--- config.mk ---
export PLATFORM = sky130hd
export DESIGN_NAME = uart_st_fifo
export DESIGN_NICKNAME = d
export VERILOG_FILES = /design/src/rtl/uart_st_fifo.sv
export SDC_FILE = /design/constraint.sdc
export NUM_CORES = 1
export LEC_CHECK = 0
export ABC_AREA = 0
export ABC_CLOCK_PERIOD_IN_PS = 20200
export CORE_ASPECT_RATIO = 1.2
export CORE_MARGIN = 2
export CORE_UTILIZATION = 55
export DETAILED_ROUTE_END_ITERATION = 6
export PLACE_DENSITY = 0.77
export SLEW_MARGIN = 0
export SYNTH_ARGS = -nofsm -noshare
export SYNTH_HDL_FRONTEND = slang
export SYNTH_SLANG_ARGS = --single-unit
--- constraint.sdc ---
create_clock -name clk_clk -period 20.2 [get_ports clk_clk]
set_input_delay 3.03 -clock clk_clk [delete_from_list [all_inputs] [get_ports clk_clk]]
set_output_delay 3.03 -clock clk_clk [all_outputs]
set_load 0.02 [all_outputs]
--- src/rtl/uart_st_fifo.sv ---
// rtl/uart_st_fifo.sv - Avalon-ST UART with TX/RX FIFOs; UART_HW_FLOWCTRL_EN adds CTS_N/RTS_N flow control
// Frame: start, DATA_BITS LSB first, optional parity, STOP_BITS stop bits; every bit lasts BAUD_DIV clocks.

module uart_st_fifo_fifo #(
  parameter int WIDTH = 8,
  parameter int DEPTH = 16
) (
  input  logic             clk_i,
  input  logic             rst_i,
  input  logic             push_i,
  input  logic [WIDTH-1:0] push_data_i,
  input  logic             pop_i,
  output logic [WIDTH-1:0] head_o,
  output logic             full_o,
  output logic             empty_o
);
  localparam int AW = $clog2(DEPTH);

  logic [WIDTH-1:0] mem_q [DEPTH];
  logic [AW:0]      wr_q;
  logic [AW:0]      rd_q;
  logic             do_push;
  logic             do_pop;

  assign empty_o = (wr_q == rd_q);
  assign full_o  = (wr_q[AW] != rd_q[AW]) && (wr_q[AW-1:0] == rd_q[AW-1:0]);
  assign do_pop  = pop_i && !empty_o;
  // A pop frees the slot this cycle, so a push into a full FIFO is still taken.
  assign do_push = push_i && (!full_o || do_pop);
  assign head_o  = mem_q[rd_q[AW-1:0]];

  always_ff @(posedge clk_i or posedge rst_i) begin
    if (rst_i) begin
      wr_q <= '0;
      rd_q <= '0;
      for (int i = 0; i < DEPTH; i++) mem_q[i] <= '0;
    end else begin
      if (do_push) begin
        mem_q[wr_q[AW-1:0]] <= push_data_i;
        wr_q                <= wr_q + 1'b1;
      end
      if (do_pop) rd_q <= rd_q + 1'b1;
    end
  end
endmodule

module uart_st_fifo #(
  parameter int BAUD_DIV  = 434,
  parameter int DATA_BITS = 8,
  parameter int PARITY    = 0,
  parameter int STOP_BITS = 1,
  parameter int TX_DEPTH  = 16,
  parameter int RX_DEPTH  = 16
) (
  input  logic                 clk_clk,
  input  logic                 reset_reset,
  input  logic [DATA_BITS-1:0] avalon_data_transmit_sink_data,
  input  logic                 avalon_data_transmit_sink_error,
  input  logic                 avalon_data_transmit_sink_valid,
  output logic                 avalon_data_transmit_sink_ready,
  output logic [DATA_BITS-1:0] avalon_data_receive_source_data,
  output logic [1:0]           avalon_data_receive_source_error,
  output logic                 avalon_data_receive_source_valid,
  input  logic                 avalon_data_receive_source_ready,
  output logic                 rx_overrun,
`ifdef UART_HW_FLOWCTRL_EN
  input  logic                 external_interface_CTS_N,
  output logic                 external_interface_RTS_N,
`endif
  input  logic                 external_interface_RXD,
  output logic                 external_interface_TXD
);
  typedef enum logic [2:0] {S_IDLE, S_START, S_DATA, S_PARITY, S_STOP} state_t;

  localparam logic [15:0] BAUD_LAST = 16'(BAUD_DIV - 1);
  localparam logic [15:0] HALF_LAST = 16'(BAUD_DIV / 2 - 1);
  localparam logic [3:0]  BITS_LAST = 4'(DATA_BITS - 1);
  localparam logic        STOP_LAST = 1'(STOP_BITS - 1);
  localparam logic        HAS_PAR   = 1'(PARITY != 0);
  localparam logic        PAR_ODD   = 1'(PARITY == 1);

  logic                 tx_full;
  logic                 tx_empty;
  logic [DATA_BITS:0]   tx_head;
  logic                 tx_tick;
  logic                 tx_free;
  logic                 tx_pop;
  logic                 cts_ok;
  state_t               tx_state_q;
  logic [15:0]          tx_baud_q;
  logic [3:0]           tx_bit_q;
  logic                 tx_stop_q;
  logic [DATA_BITS-1:0] tx_shift_q;
  logic                 tx_par_q;
  logic                 txd_q;

  assign avalon_data_transmit_sink_ready = !reset_reset && !tx_full;
  assign external_interface_TXD          = txd_q;

  uart_st_fifo_fifo #(.WIDTH(DATA_BITS + 1), .DEPTH(TX_DEPTH)) u_tx_fifo (
    .clk_i       (clk_clk),
    .rst_i       (reset_reset),
    .push_i      (avalon_data_transmit_sink_valid && avalon_data_transmit_sink_ready),
    .push_data_i ({avalon_data_transmit_sink_error, avalon_data_transmit_sink_data}),
    .pop_i       (tx_pop),
    .head_o      (tx_head),
    .full_o      (tx_full),
    .empty_o     (tx_empty)
  );

  assign tx_tick = (tx_baud_q == 16'd0);
  // The final stop-bit tick behaves like IDLE so the next frame starts with no gap.
  assign tx_free = (tx_state_q == S_IDLE) ||
                   ((tx_state_q == S_STOP) && tx_tick && (tx_stop_q == STOP_LAST));
  assign tx_pop  = tx_free && !tx_empty && cts_ok;

  always_ff @(posedge clk_clk or posedge reset_reset) begin
    if (reset_reset) begin
      tx_state_q <= S_IDLE;
      tx_baud_q  <= '0;
      tx_bit_q   <= '0;
      tx_stop_q  <= 1'b0;
      tx_shift_q <= '0;
      tx_par_q   <= 1'b0;
      txd_q      <= 1'b1;
    end else if (tx_pop && !tx_head[DATA_BITS]) begin
      tx_state_q <= S_START;
      tx_baud_q  <= BAUD_LAST;
      tx_bit_q   <= '0;
      tx_stop_q  <= 1'b0;
      tx_shift_q <= tx_head[DATA_BITS-1:0];
      tx_par_q   <= (^tx_head[DATA_BITS-1:0]) ^ PAR_ODD;
      txd_q      <= 1'b0;
    end else if (tx_free) begin
      tx_state_q <= S_IDLE;
      txd_q      <= 1'b1;
    end else if (tx_tick) begin
      tx_baud_q <= BAUD_LAST;
      case (tx_state_q)
        S_START: begin
          tx_state_q <= S_DATA;
          txd_q      <= tx_shift_q[0];
        end
        S_DATA: begin
          if (tx_bit_q == BITS_LAST) begin
            tx_state_q <= HAS_PAR ? S_PARITY : S_STOP;
            txd_q      <= HAS_PAR ? tx_par_q : 1'b1;
          end else begin
            tx_bit_q   <= tx_bit_q + 4'd1;
            tx_shift_q <= tx_shift_q >> 1;
            txd_q      <= tx_shift_q[1];
          end
        end
        S_PARITY: begin
          tx_state_q <= S_STOP;
          txd_q      <= 1'b1;
        end
        S_STOP:  tx_stop_q  <= 1'b1;
        default: tx_state_q <= S_IDLE;
      endcase
    end else begin
      tx_baud_q <= tx_baud_q - 16'd1;
    end
  end

  logic                 rx_s1_q;
  logic                 rx_s2_q;
  logic                 rx_prev_q;
  state_t               rx_state_q;
  logic [15:0]          rx_baud_q;
  logic [3:0]           rx_bit_q;
  logic                 rx_stop_q;
  logic [DATA_BITS-1:0] rx_shift_q;
  logic                 rx_perr_q;
  logic                 rx_overrun_q;
  logic                 rx_tick;
  logic                 rx_wr;
  logic                 rx_pop;
  logic                 rx_full;
  logic                 rx_empty;
  logic [DATA_BITS+1:0] rx_head;

  assign rx_tick = (rx_baud_q == 16'd0);
  assign rx_wr   = (rx_state_q == S_STOP) && rx_tick && !rx_stop_q;
  assign rx_pop  = !rx_empty && avalon_data_receive_source_ready;

  uart_st_fifo_fifo #(.WIDTH(DATA_BITS + 2), .DEPTH(RX_DEPTH)) u_rx_fifo (
    .clk_i       (clk_clk),
    .rst_i       (reset_reset),
    .push_i      (rx_wr),
    .push_data_i ({rx_perr_q, !rx_s2_q, rx_shift_q}),
    .pop_i       (rx_pop),
    .head_o      (rx_head),
    .full_o      (rx_full),
    .empty_o     (rx_empty)
  );

  assign avalon_data_receive_source_valid = !rx_empty;
  assign avalon_data_receive_source_data  = rx_head[DATA_BITS-1:0];
  assign avalon_data_receive_source_error = rx_head[DATA_BITS+1:DATA_BITS];
  assign rx_overrun                       = rx_overrun_q;

  always_ff @(posedge clk_clk or posedge reset_reset) begin
    if (reset_reset) begin
      rx_s1_q      <= 1'b1;
      rx_s2_q      <= 1'b1;
      rx_prev_q    <= 1'b1;
      rx_state_q   <= S_IDLE;
      rx_baud_q    <= '0;
      rx_bit_q     <= '0;
      rx_stop_q    <= 1'b0;
      rx_shift_q   <= '0;
      rx_perr_q    <= 1'b0;
      rx_overrun_q <= 1'b0;
    end else begin
      rx_s1_q      <= external_interface_RXD;
      rx_s2_q      <= rx_s1_q;
      rx_prev_q    <= rx_s2_q;
      rx_overrun_q <= rx_wr && rx_full && !rx_pop;
      if (rx_state_q == S_IDLE) begin
        if (rx_prev_q && !rx_s2_q) begin
          rx_state_q <= S_START;
          rx_baud_q  <= HALF_LAST;
        end
      end else if (!rx_tick) begin
        rx_baud_q <= rx_baud_q - 16'd1;
      end else begin
        rx_baud_q <= BAUD_LAST;
        case (rx_state_q)
          S_START: begin
            // Line back high at mid-start: treat it as a glitch.
            if (rx_s2_q) begin
              rx_state_q <= S_IDLE;
            end else begin
              rx_state_q <= S_DATA;
              rx_bit_q   <= '0;
              rx_stop_q  <= 1'b0;
              rx_perr_q  <= 1'b0;
            end
          end
          S_DATA: begin
            rx_shift_q <= {rx_s2_q, rx_shift_q[DATA_BITS-1:1]};
            if (rx_bit_q == BITS_LAST) rx_state_q <= HAS_PAR ? S_PARITY : S_STOP;
            else                       rx_bit_q   <= rx_bit_q + 4'd1;
          end
          S_PARITY: begin
            rx_perr_q  <= ((^rx_shift_q) ^ PAR_ODD) != rx_s2_q;
            rx_state_q <= S_STOP;
          end
          S_STOP: begin
            if (rx_stop_q == STOP_LAST) rx_state_q <= S_IDLE;
            else                        rx_stop_q  <= 1'b1;
          end
          default: rx_state_q <= S_IDLE;
        endcase
      end
    end
  end

`ifdef UART_HW_FLOWCTRL_EN
  localparam int RAW = $clog2(RX_DEPTH);

  logic           cts_s1_q;
  logic           cts_s2_q;
  logic           rts_q;
  logic [RAW:0]   rx_cnt_q;
  logic           rx_push_ok;

  assign rx_push_ok               = rx_wr && (!rx_full || rx_pop);
  assign cts_ok                   = !cts_s2_q;
  assign external_interface_RTS_N = rts_q;

  always_ff @(posedge clk_clk or posedge reset_reset) begin
    if (reset_reset) begin
      cts_s1_q <= 1'b1;
      cts_s2_q <= 1'b1;
      rts_q    <= 1'b1;
      rx_cnt_q <= '0;
    end else begin
      cts_s1_q <= external_interface_CTS_N;
      cts_s2_q <= cts_s1_q;
      if (rx_push_ok && !rx_pop)      rx_cnt_q <= rx_cnt_q + 1'b1;
      else if (!rx_push_ok && rx_pop) rx_cnt_q <= rx_cnt_q - 1'b1;
      rts_q <= (rx_cnt_q >= (RAW+1)'(RX_DEPTH - 2));
    end
  end
`else
  assign cts_ok = 1'b1;
`endif
endmodule

## Word level (Yosys, flattened, before mapping)

Cells that the tools add are included.
Widths: inputs -> output; s select.

- Flip-flop bits (word level): 394
- Output and inout bits: 14
- Word-level logic and storage cells: 209
- Input bits: 14

- Multiplexer cells: 56
- $lt $le $gt $ge: 6
- Eq/ne operators: 26
- $add $sub $neg: 8
- Reductions and logical operators: 55
- Bitwise logic cells: 6

Operator list:

| kind | count |
|---|---|
| $bwmux 160 | 1 |
| $bwmux 144 | 1 |
| $mux 16 | 6 |
| $bmux 10 s4 | 1 |
| $demux 10 s4 | 1 |
| $mux 8 | 5 |
| $bmux 9 s4 | 1 |
| $demux 9 s4 | 1 |
| $logic_not 16->1 | 2 |
| $sub 16x1->16 const B | 2 |
| $mux 10 | 3 |
| $mux 4 | 7 |
| $mux 3 | 9 |
| $mux 9 | 3 |
| $pmux 3 s4 | 2 |
| $add 5x1->5 const B | 4 |
| $ge 5x5->1 const B | 4 |
| $logic_and 1x1->1 | 20 |
| $not 4->5 | 4 |
| $reduce_and 4->1 | 4 |
| $reduce_bool 2->1 | 7 |
| $eq 3x2->1 const B | 4 |
| $eq 5x5->1 | 2 |
| $lt 5x1->1 const B | 2 |
| 26 further kinds | 61 |

## Depth between registers and ports, before layout

- Word-level depth: 8
- Depth in mapped cells: 9
- Mapped depth without buffers: 7

## Modules after synthesis

From an unflattened synthesis, not the netlist that was laid out.

- Cell total of the unflattened synthesis: 1,404
- Area, all modules: 18,951.9 µm²

By module, submodules not included:

| module | cells an instance | instances | area each (µm²) |
|---|---|---|---|
| uart_st_fifo_fifo at u_rx_fifo | 556 | 1 | 8,016.4 |
| uart_st_fifo_fifo at u_tx_fifo | 469 | 1 | 7,230.7 |
| uart_st_fifo | 379 | 1 | 3,704.8 |

## Worst setup path after synthesis

Ideal clock, no wire load.

- Path kind: input to register
- Start point: input reset_reset
- End point: register u_tx_fifo.mem_q[10] (netlist bit)
- Slack: 7.398 ns
- Library setup time: 0.125 ns
- Arrival time: 12.677 ns
- Stages on the path: 6
- Cells stage by stage: inv_1 -> nand2_1 -> a21oi_1 -> clkbuf_1 -> nand4_1 -> mux2_2

- Cells in the longest elaborated chain, start to end: 4

RTL lines:

| item | line | text |
|---|---|---|
| from (decl) | 56 | `input logic reset_reset,` |
| $logic_not 1->1 (no line) | -- |  |
| $logic_and 1x1->1 | 97 | `assign avalon_data_transmit_sink_ready = !reset_reset && !tx_full;` |
| $logic_and 1x1->1 | 103 | `.push_i (avalon_data_transmit_sink_valid && avalon_data_transmit_sink_ready),` |
| $logic_and 1x1->1 | 29 | `assign do_push = push_i && (!full_o \|\| do_pop);` |
| to (signal, indexed assignment) | 39 | `mem_q[wr_q[AW-1:0]] <= push_data_i;` |
| to (decl) | 19 | `logic [WIDTH-1:0] mem_q [DEPTH];` |

Every way passes these cells.
A chain may end at the register's enable or synchronous reset.

## Worst setup path after layout

- Start point: input reset_reset
- End point: output avalon_data_transmit_sink_ready

- Cells in the longest elaborated chain, start to end: 2

RTL lines:

| item | line | text |
|---|---|---|
| $logic_not 1->1 (no line) | -- |  |
| $logic_and 1x1->1 | 97 |  |
| to (decl) | 60 | `output logic avalon_data_transmit_sink_ready,` |

Every way passes these cells.

==> out/results.tsv <==
stage	metric	value	unit
critical_path	start_kind	input port	
critical_path	worst-setup-path-type	input port to output pin	
sta	period_needed	7370	ps
drt	vias	10700	
sta	period_share	0.365	
grt	grt_pass1_vias	11000	
placed_design	io_buffers	27	
die	fp.dieW	171	um
drt	wl_per_cell	20.9	um
critical_path	crit_chain	clkdlybuf4s50_1 -> a21oi_1 -> clkdlybuf4s50_1	
grt	grt_pass1_wl	60400	um
finish	instances_no_fill	1774	
critical_path	worst-path-buf-inv	2	
synth	syn_avg_cell_area	14.2	um2
drt	drt_iter0_drc	755	
power_and_ir_drop	ir_drop	0.109	mV
drt	first_pass_iters	5	
synth	ys_seq_area_frac	0.532	
die	die_height	205	um
clock_tree	cts_buffers	41	
power_and_ir_drop	p_leak	9.51	nW
sta	timing.hold.ws	369	ps
sta	rsz0062_at_grt	no	
critical_path	arrival	4340	ps
synth	yosysUniqueCellTypes	61	
die	start_util	0.558	
clock_tree	clock_latency	550	ps
clock_tree	cts_tree	built	
die	pin_count	28	
placed_design	place.gp.congestion	0.786	
grt	grt_antenna_before_repair	0	
synth	synth-edff-count	0	
clock_tree	post_cts_buffers	0	
drt	top_layer	met4	
drt	wl_met1	15400	um
placed_design	placed_area	19000	um2
status	status	completed	
synth	synth_ff_type	dfrtp_1	
synth	syn-num-nets	1329	
clock_tree	clock-root-buffer	clkbuf_16	
synth	synth-seq-cells	393	
grt	overflow	0	
critical_path	slowest_stage	clkdlybuf4s50_1	
synth	synthArstFlopShare	1.00	
critical_path	critPathTopFamily	buffers and inverters	
sta	fin_setup_tns	0	ps
finish	diodes	0	
clock_tree	htree_levels	2	
synth	yosysWarnings	0	
grt	grt.total_usage	0.221	
drt	wirelength	37000	um
synth	synth_area_leader_cell	dfrtp_1	
critical_path	cp-end-kind	output pin	
clock_tree	cts.path.max_buffers	3	
finish	layout.nets	1325	
grt	grt_start_max_net_pins	106	
synth	yosys.area.top_type_share	0.526	
finish	drive_gt1_frac	0.324	
placed_design	dp_cells	1704	
sta	max_freq	136	MHz
finish	area_growth	10.0	%
drt	wl_met3	1320	um
clock_tree	holdBufCountCts	0	
worst_hold_path	hold_class	flop to flop	
sta	hold_viol_final	0	
synth	synth_area	18500	um2
synth	synth_cells	1301	
critical_path	path_common_cell	clkdlybuf4s50_1	
placed_design	post-dp-hpwl	22400	um
critical_path	worstPathRequired	17170	ps
die	core_area	33200	um2
sta	skew	11.2	ps
die	dieArea	35100	um2
clock_tree	clkSlewWorstSetupHoldPaths	60	ps
power_and_ir_drop	pwr_density_cell	120	nW/um2
critical_path	cp_max_fo	2	
sta	slew_viol_final	0	
finish	fin_area	20300	um2
drt	routed_via_density	6.03	
critical_path	slowest_delay	630	ps
synth	synth.area.top_cells	dfrtp_1 (53%), mux2_2 (15%), mux4_2 (10%)	
drt	wl_met2	19500	um
run	cap_violations	0	
sta	slew_headroom	0.200	
sta	report.final.setup_viol	0	
die	fp-row-count	73	
clock_tree	cts-resized-gates	0	
drt	drc	0	
drt	postRouteAntennaNets	0	
clock_tree	cts_sinks	393	
sta	worst_pin_slew	1200	ps
-- layer usage --
metal / vias up / track usage
met4: 0 / 0.0627
met3: 53 / 0.0272
met5: - / 0
met1: 5662 / 0.292
met2: 176 / 0.387
li1: 4815 / -
-- cell type report --
cell class | count | area (um2)
Clock buffer | 63 | 1220
Clock inverter | 7 | 86.3
Fill cell | 2434 | 12800
Inverter | 19 | 78.8
Multi-Input combinational cell | 803 | 8200
Sequential cell | 393 | 9840
Tap cell | 450 | 563
Timing Repair Buffer | 39 | 360
-- report_power, final --
| group | internal [mW] | switching [mW] | total (mW) |
|---|---|---|---|
| Clock | 0.429 | 0.303 | 0.732 |
| Sequential | 0.953 | 0.119 | 1.07 |
| Combinational | 0.340 | 0.305 | 0.645 |
-- worst paths after layout --
check | start | to | slack, ps | cells after the start
max | reset_reset | avalon_data_transmit_sink_ready | 12830 | 3
min | rx_s1_q | rx_s2_q | 370 | 0
max reg2reg | rx_baud_q[0] | u_rx_fifo.mem_q[2] | 16060 | 7
min reg2reg | rx_s1_q | rx_s2_q | 370 | 0
max in group asynchronous | reset_reset | u_rx_fifo.mem_q[32] | 15050 | 4
min in group asynchronous | reset_reset | u_tx_fifo.mem_q[90] | 3020 | 2
-- state kept, by name (all words and copies together), names as in the netlist --
| register | flops |
|---|---|
| external_interface_TXD | 1 |
| rx_perr_q | 1 |
| tx_shift_q | 8 |
| tx_bit_q | 4 |
| u_tx_fifo.mem_q | 144 |
| u_rx_fifo.mem_q | 160 |
| rx_s1_q | 1 |
| tx_state_q | 3 |
| tx_stop_q | 1 |
| u_tx_fifo.rd_q | 5 |
| tx_baud_q | 16 |
| u_rx_fifo.rd_q | 5 |
| u_rx_fifo.wr_q | 5 |
| u_tx_fifo.wr_q | 5 |
| rx_overrun | 1 |
| rx_bit_q | 4 |
| rx_baud_q | 16 |
| rx_prev_q | 1 |
| rx_state_q | 3 |
| rx_s2_q | 1 |
| rx_shift_q | 8 |
-- cell families after synthesis --
group | share of synthesized area
AOI/OAI and AO/OA | 0.0353
xor gates and xnor gates | 0.0189
adders and majority gates | 0.00947
buffers and inverters | 0.0248
DFF | 0.532
muxes | 0.317
and+or+nand+nor | 0.0623
-- synth_stat cells, types with 3 or more instances --
library cell	number
or3_1	18
nor3_1	9
nor4_1	7
nor2b_1	6
ha_1	14
mux2i_1	29
xnor2_1	24
o211ai_1	3
inv_1	18
mux2_2	251
nand2b_1	5
nand3_4	4
and3_1	14
o41ai_1	4
dfstp_2	4
and2_1	4
buf_4	12
buf_2	4
a21oi_1	27
nand4_1	12
nand3_1	26
nand3b_1	3
mux2_1	72
dfrtp_1	389
nor2_1	38
a21o_1	3
xor2_1	16
a22oi_1	5
nand2_1	42
clkbuf_1	56
o22ai_1	4
mux4_2	86
a211o_1	3
nor3b_1	5
buf_1	12
a31oi_1	4
o21ai_0	36
-- metrics by stage --
stage | power (mW) | utilization | worst slack [ps]
2_1_floorplan | 1.58 | - | 6230
6_report | 2.45 | 0.614 | 12830
4_1_cts | 2.47 | 0.614 | 12820
3_3_place_gp | 1.70 | 0.574 | 12810
3_5_place_dp | 1.73 | 0.574 | 12830
5_1_grt | 2.58 | 0.614 | 12770
-- worst register-to-register path, cell delays in order (launching register included) --
cell and delay, ps:
dfrtp_1 370, inv_1 80, ha_1 190, or3b_1 440, or4_4 600, a2111oi_4 1020, and3_1 900, mux2_2 430
-- cells in the final DEF (no fill, tap or decap), types with 6 or more instances in the layout --
master           instances
xor2_1                  16
clkbuf_1                12
ha_1                    14
nor2b_1                  6
or3_1                   18
clkbuf_16               42
buf_4                   12
xnor2_1                 24
nand2_1                 42
mux2_2                 251
nor3_1                   9
mux4_2                  86
and3_1                  14
mux2_1                  72
nand4_1                 12
nor4_1                   7
dfrtp_1                386
clkbuf_8                 9
inv_1                   17
o21ai_0                 36
nor2_1                  38
nand3_1                 26
clkdlybuf4s50_1         27
mux2i_1                 29
a21oi_1                 27
Power figures use the tool's default switching activity.
